===== src/rtl/glb_proc_bridge_if.sv =====
// Host request/response channel plus GLB processor-packet port of glb_proc_bridge.
// Latency: none, signal bundle only.
// Backpressure: req_valid/req_ready and resp_valid/resp_ready handshakes; GLB read return has none.
// Ports: master = environment side (host + GLB); slave = bridge side.
interface glb_proc_bridge_if #(
    parameter int BANK_DATA_WIDTH = 64,
    parameter int GLB_ADDR_WIDTH  = 19
);
    // host request
    logic                         req_valid;
    logic                         req_ready;
    logic                         req_write;
    logic [GLB_ADDR_WIDTH-1:0]    req_addr;
    logic [31:0]                  req_wdata;
    logic [3:0]                   req_wstrb;
    // host response
    logic                         resp_valid;
    logic                         resp_ready;
    logic [31:0]                  resp_rdata;
    // GLB processor packet
    logic                         wr_en;
    logic [BANK_DATA_WIDTH/8-1:0] wr_strb;
    logic [GLB_ADDR_WIDTH-1:0]    wr_addr;
    logic [BANK_DATA_WIDTH-1:0]   wr_data;
    logic                         rd_en;
    logic [GLB_ADDR_WIDTH-1:0]    rd_addr;
    logic [BANK_DATA_WIDTH-1:0]   rd_data;
    logic                         rd_data_valid;
    // status
    logic                         err_unexpected_rd;

    modport master (
        output req_valid, req_write, req_addr, req_wdata, req_wstrb, resp_ready,
        output rd_data, rd_data_valid,
        input  req_ready, resp_valid, resp_rdata,
        input  wr_en, wr_strb, wr_addr, wr_data, rd_en, rd_addr, err_unexpected_rd
    );

    modport slave (
        input  req_valid, req_write, req_addr, req_wdata, req_wstrb, resp_ready,
        input  rd_data, rd_data_valid,
        output req_ready, resp_valid, resp_rdata,
        output wr_en, wr_strb, wr_addr, wr_data, rd_en, rd_addr, err_unexpected_rd
    );
endinterface


===== src/rtl/glb_proc_bridge.sv =====
// Generic FIFO storage: push/pop pointers only, occupancy is tracked by the owner.
// Latency: pushed entry visible at head the cycle after push.
// Backpressure: none internally; the owner must never push when full or pop when empty.
module glb_proc_bridge_fifo #(
    parameter int WIDTH = 1,
    parameter int DEPTH = 4
) (
    input  logic             clk,
    input  logic             rst_n,
    input  logic             push,
    input  logic [WIDTH-1:0] push_dat,
    input  logic             pop,
    output logic [WIDTH-1:0] head_dat
);
    localparam int AW = $clog2(DEPTH);

    logic [WIDTH-1:0] mem [DEPTH];
    logic [AW-1:0]    wr_ptr;
    logic [AW-1:0]    rd_ptr;

    // DEPTH is a power of two, so pointers wrap naturally.
    always_ff @(posedge clk or negedge rst_n) begin
        if (!rst_n) begin
            wr_ptr <= '0;
            rd_ptr <= '0;
            for (int i = 0; i < DEPTH; i++) begin
                mem[i] <= '0;
            end
        end else begin
            if (push) begin
                mem[wr_ptr] <= push_dat;
                wr_ptr      <= wr_ptr + AW'(1);
            end
            if (pop) begin
                rd_ptr <= rd_ptr + AW'(1);
            end
        end
    end

    assign head_dat = mem[rd_ptr];
endmodule

// Host-to-GLB bridge: packs 32-bit host accesses into 64-bit GLB packets, buffers read returns.
// Latency: request accepted at edge N -> wr_en/rd_en in cycle N+1; rd_data_valid at M -> resp_valid at M+1.
// Backpressure: req_ready credit = RESP_DEPTH - (reads in flight + buffered responses); GLB return never stalled.
// Ports: clk, rst_n (async active-low), bus (glb_proc_bridge_if.slave: host req/resp + GLB packet port).
module glb_proc_bridge #(
    parameter int BANK_DATA_WIDTH = 64,
    parameter int GLB_ADDR_WIDTH  = 19,
    parameter int RESP_DEPTH      = 4
) (
    input  logic              clk,
    input  logic              rst_n,
    glb_proc_bridge_if.slave  bus
);
    localparam int             CW      = $clog2(RESP_DEPTH) + 1;
    localparam logic [CW:0]    DEPTH_C = (CW + 1)'(RESP_DEPTH);

    logic [CW-1:0] inflight;
    logic [CW-1:0] rcount;
    logic          lane;
    logic          accept;
    logic          wr_accept;
    logic          rd_issue;
    logic          rd_ret;
    logic          resp_pop;
    logic          tag_head;
    logic [31:0]   resp_push_dat;
    logic          unused_addr_bits;

    assign unused_addr_bits = ^bus.req_addr[1:0];

    assign lane = bus.req_addr[2];

    // Writes also consume a credit check so there is a single acceptance rule.
    assign bus.req_ready = rst_n && (({1'b0, inflight} + {1'b0, rcount}) < DEPTH_C);
    assign accept        = bus.req_valid && bus.req_ready;
    assign wr_accept     = accept && bus.req_write;
    assign rd_issue      = accept && !bus.req_write;

    // A return with nothing outstanding is dropped and only flagged.
    assign rd_ret        = bus.rd_data_valid && (inflight != '0);
    assign bus.resp_valid = (rcount != '0);
    assign resp_pop      = bus.resp_valid && bus.resp_ready;

    assign resp_push_dat = tag_head ? bus.rd_data[BANK_DATA_WIDTH/2 +: 32] : bus.rd_data[31:0];

    always_ff @(posedge clk or negedge rst_n) begin
        if (!rst_n) begin
            bus.wr_en             <= 1'b0;
            bus.rd_en             <= 1'b0;
            bus.wr_strb           <= '0;
            bus.wr_addr           <= '0;
            bus.wr_data           <= '0;
            bus.rd_addr           <= '0;
            bus.err_unexpected_rd <= 1'b0;
            inflight              <= '0;
            rcount                <= '0;
        end else begin
            bus.wr_en <= wr_accept;
            bus.rd_en <= rd_issue;
            // Data fields only move on their own accept so they hold between packets.
            if (wr_accept) begin
                bus.wr_addr <= {bus.req_addr[GLB_ADDR_WIDTH-1:3], 3'b000};
                bus.wr_data <= {2{bus.req_wdata}};
                bus.wr_strb <= lane ? {bus.req_wstrb, 4'h0} : {4'h0, bus.req_wstrb};
            end
            if (rd_issue) begin
                bus.rd_addr <= {bus.req_addr[GLB_ADDR_WIDTH-1:3], 3'b000};
            end
            if (bus.rd_data_valid && (inflight == '0)) begin
                bus.err_unexpected_rd <= 1'b1;
            end
            // Issue, return and pop may coincide; each contributes independently.
            inflight <= inflight + CW'(rd_issue) - CW'(rd_ret);
            rcount   <= rcount + CW'(rd_ret) - CW'(resp_pop);
        end
    end

    // Lane tag per outstanding read; returns are in order so the head matches the return.
    glb_proc_bridge_fifo #(.WIDTH(1), .DEPTH(RESP_DEPTH)) u_tag_fifo (
        .clk      (clk),
        .rst_n    (rst_n),
        .push     (rd_issue),
        .push_dat (lane),
        .pop      (rd_ret),
        .head_dat (tag_head)
    );

    glb_proc_bridge_fifo #(.WIDTH(32), .DEPTH(RESP_DEPTH)) u_resp_fifo (
        .clk      (clk),
        .rst_n    (rst_n),
        .push     (rd_ret),
        .push_dat (resp_push_dat),
        .pop      (resp_pop),
        .head_dat (bus.resp_rdata)
    );
endmodule


===== src/flat_wrapper.sv =====
// flat-port wrapper written by rule: the top's interface ports become plain ports
module glb_proc_bridge_flat 
#(
    parameter int BANK_DATA_WIDTH = 64,
    parameter int GLB_ADDR_WIDTH  = 19,
    parameter int RESP_DEPTH      = 4
)
  (clk, rst_n, bus_req_valid, bus_req_write, bus_req_addr, bus_req_wdata, bus_req_wstrb, bus_resp_ready, bus_rd_data, bus_rd_data_valid, bus_req_ready, bus_resp_valid, bus_resp_rdata, bus_wr_en, bus_wr_strb, bus_wr_addr, bus_wr_data, bus_rd_en, bus_rd_addr, bus_err_unexpected_rd);
  glb_proc_bridge_if #(.BANK_DATA_WIDTH(BANK_DATA_WIDTH), .GLB_ADDR_WIDTH(GLB_ADDR_WIDTH)) bus_i ();
  input  logic clk;
  input  logic rst_n;
  input wire logic [$bits(bus_i.req_valid)-1:0] bus_req_valid;
  input wire logic [$bits(bus_i.req_write)-1:0] bus_req_write;
  input wire logic [$bits(bus_i.req_addr)-1:0] bus_req_addr;
  input wire logic [$bits(bus_i.req_wdata)-1:0] bus_req_wdata;
  input wire logic [$bits(bus_i.req_wstrb)-1:0] bus_req_wstrb;
  input wire logic [$bits(bus_i.resp_ready)-1:0] bus_resp_ready;
  input wire logic [$bits(bus_i.rd_data)-1:0] bus_rd_data;
  input wire logic [$bits(bus_i.rd_data_valid)-1:0] bus_rd_data_valid;
  output wire logic [$bits(bus_i.req_ready)-1:0] bus_req_ready;
  output wire logic [$bits(bus_i.resp_valid)-1:0] bus_resp_valid;
  output wire logic [$bits(bus_i.resp_rdata)-1:0] bus_resp_rdata;
  output wire logic [$bits(bus_i.wr_en)-1:0] bus_wr_en;
  output wire logic [$bits(bus_i.wr_strb)-1:0] bus_wr_strb;
  output wire logic [$bits(bus_i.wr_addr)-1:0] bus_wr_addr;
  output wire logic [$bits(bus_i.wr_data)-1:0] bus_wr_data;
  output wire logic [$bits(bus_i.rd_en)-1:0] bus_rd_en;
  output wire logic [$bits(bus_i.rd_addr)-1:0] bus_rd_addr;
  output wire logic [$bits(bus_i.err_unexpected_rd)-1:0] bus_err_unexpected_rd;
  assign bus_i.req_valid = bus_req_valid;
  assign bus_i.req_write = bus_req_write;
  assign bus_i.req_addr = bus_req_addr;
  assign bus_i.req_wdata = bus_req_wdata;
  assign bus_i.req_wstrb = bus_req_wstrb;
  assign bus_i.resp_ready = bus_resp_ready;
  assign bus_i.rd_data = bus_rd_data;
  assign bus_i.rd_data_valid = bus_rd_data_valid;
  assign bus_req_ready = bus_i.req_ready;
  assign bus_resp_valid = bus_i.resp_valid;
  assign bus_resp_rdata = bus_i.resp_rdata;
  assign bus_wr_en = bus_i.wr_en;
  assign bus_wr_strb = bus_i.wr_strb;
  assign bus_wr_addr = bus_i.wr_addr;
  assign bus_wr_data = bus_i.wr_data;
  assign bus_rd_en = bus_i.rd_en;
  assign bus_rd_addr = bus_i.rd_addr;
  assign bus_err_unexpected_rd = bus_i.err_unexpected_rd;
  glb_proc_bridge #(.BANK_DATA_WIDTH(BANK_DATA_WIDTH), .GLB_ADDR_WIDTH(GLB_ADDR_WIDTH), .RESP_DEPTH(RESP_DEPTH)) u_core (.clk(clk), .rst_n(rst_n), .bus(bus_i));
endmodule

===== config.mk =====
export PLATFORM = sky130hd
export DESIGN_NAME = glb_proc_bridge_flat
export DESIGN_NICKNAME = d
export VERILOG_FILES = /design/src/rtl/glb_proc_bridge_if.sv /design/src/rtl/glb_proc_bridge.sv /design/src/flat_wrapper.sv
export SDC_FILE = /design/constraint.sdc
export NUM_CORES = 1
export LEC_CHECK = 0
export CAP_MARGIN = 20
export CELL_PAD_IN_SITES_DETAIL_PLACEMENT = 1
export CELL_PAD_IN_SITES_GLOBAL_PLACEMENT = 2
export CORE_ASPECT_RATIO = 1.75
export CORE_MARGIN = 1
export CORE_UTILIZATION = 34
export CTS_CLUSTER_DIAMETER = 40
export DETAILED_ROUTE_END_ITERATION = 8
export HOLD_SLACK_MARGIN = 0.06
export PLACE_DENSITY_LB_ADDON = 0.1
export SETUP_SLACK_MARGIN = 0.5
export SYNTH_ARGS = -nofsm -noshare
export SYNTH_HDL_FRONTEND = slang
export SYNTH_SLANG_ARGS = --single-unit
export TNS_END_PERCENT = 30

===== constraint.sdc =====
create_clock -name clk -period 5.8 [get_ports clk]
set_clock_uncertainty 0.1 [all_clocks]
set_input_delay 1.16 -clock clk [delete_from_list [all_inputs] [get_ports clk]]
set_output_delay 1.16 -clock clk [all_outputs]
set_load 0.02 [all_outputs]

==> results.txt, run 1 <==
Worst Path Buf+Inv = 2
Pwr Total = 8.70 mW
cts repair resizes = 0
number of flops mapped to enable cells by yosys = 0
GP Congestion = 0.682
Reg2Reg Setup Slack = 2710 ps
Vias/cell = 4.69
DRT iter0 DRCs = 189
overflow left after global routing = 0
Final Setup Violations = 0
clk slew on worst S/H paths = 50 ps
level count of the clock H-tree = 1
Diodes inserted = 0
CTS max path bufs = 3
switch share = 0.366
Root Driver = clkbuf_16
post-synth top area share = 0.560
fill cell count = 2932
P_int = 5.52 mW
period utilization = 0.730
Starting Density = 0.345
layout net count = 1151
commonest cells in the netlist = dfrtp_1 (221), nand2_1 (135), o21ai_0 (129), mux2_2 (48), buf_4 (39)
core area = 0.0286 mm2
Post-CTS Setup Bufs = 0
worst slew pin tran = 1010 ps
Die X = 131 um
Hold EP = u_core.bus.err_unexpected_rd$_DFFE_PN0P_
Yosys reg bits = 221
Distinct cells, synth = 29
top-count cell post-synth = dfrtp_1
register area share after synthesis = 0.560
P_leak = 6.02 nW
fraction of registers with async set/reset = 1.00
area of the die = 0.0298 mm2
Skew-Pair Late Insertion Delay = 550 ps
Final Slew Violations = 0
per-cell routed wire length = 17.7 um
Critical Path Start Type = register
Die Y = 228 um
Power Dens Cells = 635 mW/mm2
CTS Buf Count = 31
final wirelength = 25100 um
first drt pass iteration count = 4
min cycle time layout = 4230 ps
RR Endpoint = u_core.bus.wr_data[41]$_DFFE_PN0P_
Total GRT Usage = 0.172
Yosys top cell by area = dfrtp_1
# clock sinks = 221
Seq pwr share = 0.323
Ports = 272
I/O Buffers = 263
hpwl dp = 16800 um
CTS Hold Bufs = 0
slowest stage delay, CP = 760 ps
Mapped Area = 0.00988 mm2
Slew HR = 0.328
max-cap violations = 0
DRC viols = 0
Logic pwr share = 0.452
Setup TNS = 0 ps
worst hold path depth = 1
dominant synthesized flop cell = dfrtp_1
largest net degree at the start of global routing = 175
CP Capture Type = output port
Synth Instances = 786
Layout area overhead = 38.7%
crit path cell chain = buf_4 -> mux4_2 -> clkdlybuf4s50_1
status = finished clean
top post-synthesis cells by area = dfrtp_1 (56%), mux4_2 (7.5%), o21ai_0 (6.5%), mux2_2 (5.5%), nand2_1 (5.1%)
Worst Hold Launch = u_core.bus.err_unexpected_rd$_DFFE_PN0P_
worst min path class = register to register
FF-to-FF path depth = 5
delay-heaviest family, CP = buffers and inverters
DRT antenna net count = 0
CP Max Fanout = 18
Core Rows = 82
TritonCTS clock tree = built
maximum VDD drop = 257 uV
Critical Path RT = 4540 ps
layout cells sized above 1 = 0.183
global-route wire length before repair = 39200 um
crit path kind = register to output port
vias in the first global route = 7214
Final Hold Fails = 0
initial antenna violation count = 0
WP data arrival = 2970 ps
Critical-path top delay cell = dfrtp_2
CP Launch Point = u_core.u_resp_fifo.rd_ptr[0]$_DFFE_PN0P_
worst r2r src = u_core.inflight[2]$_DFF_PN0_
clock group share of total power = 0.225
post-synthesis average cell area = 12.6 um2
vias = 6619
RSZ-0062 raised after global routing = false
P_sw = 3.18 mW
Syn. warnings = 0
Fmax = 0.236 GHz
==> routing by layer <==
metal  part of all wire  track usage  vias up
li1                   -            -     3115
met1               0.38        0.197     3290
met2               0.54        0.315      171
met3              0.049       0.0301       43
met4              0.029       0.0623        0
met5                  0            0        -
==> cells by family (layout without fill, tap and decap cells) <==
kind of cell / count (synthesis) / after routing / synth area share
other cells: 1 / 6 / 0.000380
mux: 142 / 142 / 0.207
fa+ha+maj: 16 / 16 / 0.0218
buf+inv: 106 / 349 / 0.0622
xor+xnor: 10 / 10 / 0.00887
simple gates: 154 / 154 / 0.0651
compound gates: 136 / 136 / 0.0745
flops: 221 / 221 / 0.560
==> power groups by stage <==
stage,Sequential (mW),Clock [mW],Combinational [mW]
floorplan,2.91,0,2.31
global placement,2.82,0,3.94
detailed placement,2.86,0,4.01
CTS,2.84,2.02,4.02
global route,2.93,2.06,4.28
finish,2.81,1.95,3.93
==> worst max path at each step <==
stage	end	slack, ps	cells past startpoint
final	bus_resp_rdata[6]	1570	3
after global routing	bus_resp_rdata[6]	1360	3
after CTS	bus_resp_rdata[3]	1440	3
after detailed placement	bus_req_ready	1780	4
after global placement	bus_req_ready	1770	4
after floorplan	u_core.inflight[2]$_DFF_PN0_	2640	10
==> through the flow <==
stage               hold WS (ps)  utilization  cells  setup WS, ps  instance area [um2]
global placement             342        0.440   1354          1770                12600
floorplan                    345            -    791          2640                 9900
finish                       365        0.479   1412          1570                13700
global route                 390        0.479   1412          1360                13700
detailed placement           351        0.440   1354          1780                12600
CTS                          367        0.478   1411          1440                13700
==> cell usage in the layout, fill, tap and decap left out <==
cell type,Yosys,final
clkdlybuf4s50_1,0,262
dfrtp_1,221,219
nand2_1,135,135
o21ai_0,129,129
mux2_2,48,48
mux4_2,33,33
clkbuf_16,0,31
mux2i_1,28,28
mux2_4,25,25
inv_1,18,18
ha_1,14,14
mux2i_2,8,8
nor2b_1,8,8
buf_4,39,8
xnor2_1,7,7
clkinv_2,0,7
conb_1,1,6
clkbuf_8,0,6
nand4_1,5,5
o311ai_4,0,4
clkinvlp_4,0,4
bufinv_16,0,4
xor2_1,3,3
o31a_1,2,2
fa_1,2,2
inv_6,0,2
buf_8,0,2
buf_12,0,2
dfrtp_2,0,2
nor4b_4,1,1
nand3_1,1,1
nand4b_1,1,1
or3_1,1,1
and2_1,1,1
nor3_1,1,1
a21o_1,1,1
clkinv_4,0,1
clkbuf_1,33,1
inv_8,0,1
==> sequential cells by signal (all words and copies together) (netlist names), 3 cells and up <==
signal / flops
u_core.u_resp_fifo.mem: 128
u_core.bus.wr_data: 32
u_core.bus.rd_addr: 16
u_core.bus.wr_addr: 16
u_core.bus.wr_strb: 8
u_core.u_tag_fifo.mem: 4
u_core.inflight: 3
u_core.rcount: 3
==> cell type report <==
| cell class | instances | area (um2) | area share |
|---|---|---|---|
| Inverter | 18 | 67.6 | 0.00493 |
| Clock inverter | 19 | 223 | 0.0163 |
| Timing Repair Buffer | 274 | 2750 | 0.201 |
| Multi-Input combinational cell | 464 | 3790 | 0.277 |
| Clock buffer | 38 | 862 | 0.0629 |
| Sequential cell | 221 | 5530 | 0.404 |
| Tap cell | 378 | 473 | 0.0345 |
==> worst reg2reg max path: stages, from the launching register on <==
cell	delay [ps]
dfrtp_1	650
ha_1	360
nor4b_4	370
nand4_1	660
buf_12	490
mux2_4	370
Note: power is estimated with default switching activity, not from simulation.
==> run 2: changes to the inputs <==
CORE_UTILIZATION = 31   (was 34)
clock period = 4.45 ns   (was 5.8 ns; I/O delays follow)
==> run 2 against run 1 <==
  * Sequential power up 30%
  * Critical endpoint unchanged
  * Non-clock buffer count up 4
  * Utilization down 3.7 points
  * Register-to-register slack worse by 1300 ps
==> results.txt, run 2 (synthesized netlist as in run 1, its figures left out) <==
crit path cell chain = buf_4 -> mux4_2 -> clkdlybuf4s50_1
P_leak = 6.09 nW
I/O Buffers = 263
fill cell count = 3312
overflow left after global routing = 0
crit path kind = register to output port
Starting Density = 0.314
FF-to-FF path depth = 10
Worst Path Buf+Inv = 2
Layout area overhead = 40.5%
DRC viols = 0
largest net degree at the start of global routing = 76
Final Setup Violations = 0
Final Slew Violations = 0
core area = 0.0314 mm2
initial antenna violation count = 0
status = finished clean
Root Driver = clkbuf_16
Diodes inserted = 0
TritonCTS clock tree = built
RSZ-0062 raised after global routing = false
clk slew on worst S/H paths = 60 ps
WP data arrival = 2770 ps
Setup TNS = 0 ps
cts repair resizes = 0
max-cap violations = 0
min cycle time layout = 3760 ps
worst slew pin tran = 989 ps
slowest stage delay, CP = 720 ps
worst min path class = primary input to asynchronous set/reset pin
DRT iter0 DRCs = 198
Post-CTS Setup Bufs = 0
CTS Buf Count = 34
Fmax = 0.266 GHz
hpwl dp = 17000 um
GP Congestion = 0.684
period utilization = 0.844
per-cell routed wire length = 17.8 um
layout cells sized above 1 = 0.182
CP Capture Type = output port
Vias/cell = 4.62
layout net count = 1158
area of the die = 0.0326 mm2
# clock sinks = 221
delay-heaviest family, CP = buffers and inverters
Final Util = 0.442
top flop regs = u_core.u_resp_fifo.mem: 128 flops, u_core.bus.wr_data: 32 flops
CTS Hold Bufs = 0
vias = 6641
maximum VDD drop = 390 uV
CP Max Fanout = 16
max reg flops = 128
Ports = 272
first drt pass iteration count = 4
Final Hold Fails = 0
global-route wire length before repair = 40700 um
Die X = 137 um
CTS max path bufs = 3
Core Rows = 86
Slew HR = 0.341
level count of the clock H-tree = 2
Total GRT Usage = 0.164
Critical Path RT = 3460 ps
Power Dens Cells = 833 mW/mm2
final wirelength = 25700 um
instance count on the critical path = 3
most frequent cells in the layout = clkdlybuf4s50_1 (262), dfrtp_1 (219), nand2_1 (135)
commonest non-fill, non-tap cell in the layout = clkdlybuf4s50_1
Reg with most FFs = u_core.u_resp_fifo.mem
Die Y = 238 um
Skew-Pair Late Insertion Delay = 500 ps
DRT antenna net count = 0
vias in the first global route = 7406
Critical Path Start Type = register
Critical-path top delay cell = dfrtp_2
## run 2: changes by cell type in the layout (fill, tap and decap cells not counted), sizes merged
| cell | change |
|---|---|
| clkbuf | +13 |
| buf | +4 |
| inv | -2 |
| clkinv | -5 |
| clkinvlp | -1 |
## run 2: area by class of cell
class	instances	area, um2	share of cell area
timing repair buffer	278	2790	0.201
inverter	18	67.6	0.00487
clock inverter	11	170	0.0123
clock buffer	51	1030	0.0741
tap	396	495	0.0357
multi-input combinational	464	3790	0.273
sequential	221	5530	0.399
## run 2: worst paths after layout
| path | startpoint | endpoint | slack, ps |
|---|---|---|---|
| worst max-delay path | u_core.u_resp_fifo.rd_ptr[0]$_DFFE_PN0P_ | bus_resp_rdata[6] | 690 |
| worst min-delay path | rst_n | u_core.bus.wr_addr[12]$_DFFE_PN0P_ | 200 |
| worst max register to register | u_core.inflight[2]$_DFF_PN0_ | u_core.inflight[2]$_DFF_PN0_ | 1370 |
| worst min register to register | u_core.u_resp_fifo.mem[7]$_DFFE_PN0P_ | u_core.u_resp_fifo.mem[7]$_DFFE_PN0P_ | 370 |
| max in group asynchronous | rst_n | u_core.u_resp_fifo.mem[7]$_DFFE_PN0P_ | 2830 |
| min in group clk | u_core.u_resp_fifo.mem[7]$_DFFE_PN0P_ | u_core.u_resp_fifo.mem[7]$_DFFE_PN0P_ | 370 |
## run 2: power by group
group / total, mW / leakage (nW) / internal, mW / switching (mW)
logic: 5.13 / 2.77 / 2.62 / 2.50
registers: 3.66 / 2.75 / 2.96 / 0.696
clock network: 2.78 / 0.576 / 1.83 / 0.943
## run 2: stage by stage
| stage | power [mW] | std cells | hold WS [ps] | setup WS (ps) | cell area [um2] |
|---|---|---|---|---|---|
| floorplan | 6.80 | 791 | 345 | 1560 | 9900 |
| global placement | 8.85 | 1375 | 356 | 941 | 12600 |
| detailed placement | 8.97 | 1375 | 366 | 890 | 12600 |
| CTS | 11.8 | 1437 | 378 | 583 | 13800 |
| global route | 12.4 | 1439 | 188 | 532 | 13900 |
| finish | 11.6 | 1439 | 200 | 695 | 13900 |
## run 2: routing by layer
metal,up-vias,GRT usage,share of wire
met4,0,0.0490,0.019
li1,3138,-,-
met3,38,0.0382,0.055
met1,3284,0.181,0.38
met5,-,0,0
met2,181,0.304,0.55
==> run 3: changes to the inputs <==
CORE_UTILIZATION = 28   (was 31)
clock period = 3.3 ns   (was 4.45 ns; I/O delays follow)
==> run 3 against run 2 <==
  * Final cell count increased by 5.3%
  * Utilization decreased by 3.3 points
  * Clock-buffer cell count decreased by 1
  * Routed wire length increased by 5.5%
  * Sequential share of layout area decreased by 0.73 points
  * Sequential power increased by 30%
  * Flip-flop and latch count unchanged
  * Critical path type unchanged
  * Largest power group unchanged
==> results.txt, run 3 (synthesized netlist as in run 1, its figures left out) <==
status = finished clean
CTS Buf Count = 35
crit path kind = register to output port
Final Hold Fails = 0
vias in the first global route = 7623
P_int = 10.0 mW
clk slew on worst S/H paths = 50 ps
layout net count = 1172
# clock sinks = 221
top flop regs = u_core.u_resp_fifo.mem: 128 flops, u_core.bus.wr_data: 32 flops
largest net degree at the start of global routing = 137
Final Setup Violations = 0
Critical Path Start Type = register
P_sw = 5.71 mW
dpl ws = 560 ps
CTS max path bufs = 3
Layout area overhead = 43.1%
Slew HR = 0.429
fin worst setup slack = 506 ps
maximum VDD drop = 536 uV
area of the die = 0.0361 mm2
Diodes inserted = 0
P_leak = 6.25 nW
period utilization = 0.847
worst slew pin tran = 856 ps
placed cells = 1444
Final Hold Slack = 93.3 ps
switch share = 0.363
slowest stage delay, CP = 510 ps
clock group share of total power = 0.237
Vias/cell = 4.51
first drt pass iteration count = 3
DRT iter0 DRCs = 212
Power Dens Cells = 1110 mW/mm2
max-cap violations = 0
max reg flops = 128
Fmax = 0.358 GHz
Die X = 144 um
Finished Layout Cells = 1515
commonest non-fill, non-tap cell in the layout = clkdlybuf4s50_1
CP Max Fanout = 8
Ports = 272
DRC viols = 0
min cycle time layout = 2790 ps
global-route wire length before repair = 43000 um
WP data arrival = 2030 ps
DRT antenna net count = 0
Die Y = 250 um
final wirelength = 27100 um
per-cell routed wire length = 17.9 um
worst r2r src = u_core.rcount[2]$_DFF_PN0_
vias = 6839
Placed Instance Area = 0.0128 mm2
Core Rows = 90
Reg2Reg Setup Slack = 730 ps
Final Slew Violations = 0
CP Capture Type = output port
Final Util = 0.409
Critical-path top delay cell = mux4_2
FF-to-FF path depth = 11
layout cells sized above 1 = 0.226
Total GRT Usage = 0.157
Pwr Total = 15.7 mW
Logic pwr share = 0.462
hpwl dp = 17600 um
Seq pwr share = 0.301
Starting Density = 0.286
GP Congestion = 0.669
Critical Path RT = 2540 ps
worst min path class = primary input to asynchronous set/reset pin
Skew-Pair Late Insertion Delay = 500 ps
most frequent cells in the layout = clkdlybuf4s50_1 (229), dfrtp_1 (218), nand2_1 (135)
RSZ-0062 raised after global routing = true
Reg with most FFs = u_core.u_resp_fifo.mem
core area = 0.0346 mm2
initial antenna violation count = 1
crit path cell chain = buf_4 -> buf_16 -> mux4_2 -> clkdlybuf4s15_2
Final Cell Area = 0.0141 mm2
RR Endpoint = u_core.inflight[2]$_DFF_PN0_
level count of the clock H-tree = 2
TritonCTS clock tree = built
Setup TNS = 0 ps
overflow left after global routing = 0
Root Driver = clkbuf_16
I/O Buffers = 263
[run 3: cell types whose count changed in the layout (fill, tap and decap cells not counted), moves of 4 or more]
cell / previous run / this run
clkbuf_1: 9 / 5
clkbuf_2: 0 / 4
clkinv_2: 2 / 6
buf_12: 0 / 8
clkdlybuf4s50_1: 262 / 229
buf_2: 0 / 12
clkdlybuf4s15_2: 0 / 14
[run 3: area by class of cell]
cell class	count	area, um2
fillers	3684	20400
flip-flops and latches	221	5530
clock inverters	11	138
repair buffers	291	2970
clock buffers	50	1050
multi-input cells	464	3800
well taps	460	576
inverters	18	67.6
[run 3: critical path: cells and delay by family, from the launching register on]
family,cells,cell delay (ps)
DFF,1,430
muxes,1,510
buffers and inverters,3,580
[run 3: repair_timing]
action,in CTS,in global routing
pin swaps,1,1
endpoints found under the setup margin,33,24
gates resized for setup,107,9
buffers inserted,5,1
gates cloned,2,1
hold buffers,0,0
[run 3: worst max-delay path by stage]
stage                                             start                           end  slack [ps]
3_3_place_gp                                      rst_n                 bus_req_ready         570
5_1_grt        u_core.u_resp_fifo.rd_ptr[0]$_DFFE_PN0P_            bus_resp_rdata[18]         410
2_1_floorplan                         bus_rd_data_valid  u_core.inflight[2]$_DFF_PN0_         640
3_5_place_dp                                      rst_n                 bus_req_ready         560
6_report       u_core.u_resp_fifo.rd_ptr[0]$_DFFE_PN0P_             bus_resp_rdata[9]         510
4_1_cts        u_core.u_resp_fifo.rd_ptr[0]$_DFFE_PN0P_            bus_resp_rdata[26]         440
[run 3: per-layer routing]
layer	global-route usage	wire (um)	vias to the layer above	share of wire
li1	-	-	3169	-
met1	0.174	10300	3447	0.38
met2	0.291	14700	180	0.55
met3	0.0350	1490	41	0.055
met4	0.0489	537	2	0.020
met5	0	8	-	0.00030
[run 3: power by group through the flow]
stage	clock network [mW]	logic [mW]	registers, mW
floorplan	0	4.05	5.12
detailed placement	0	7.44	4.80
finish	3.73	7.27	4.74
global placement	0	7.34	4.75
global route	3.98	7.93	4.93
CTS	3.86	7.47	4.77
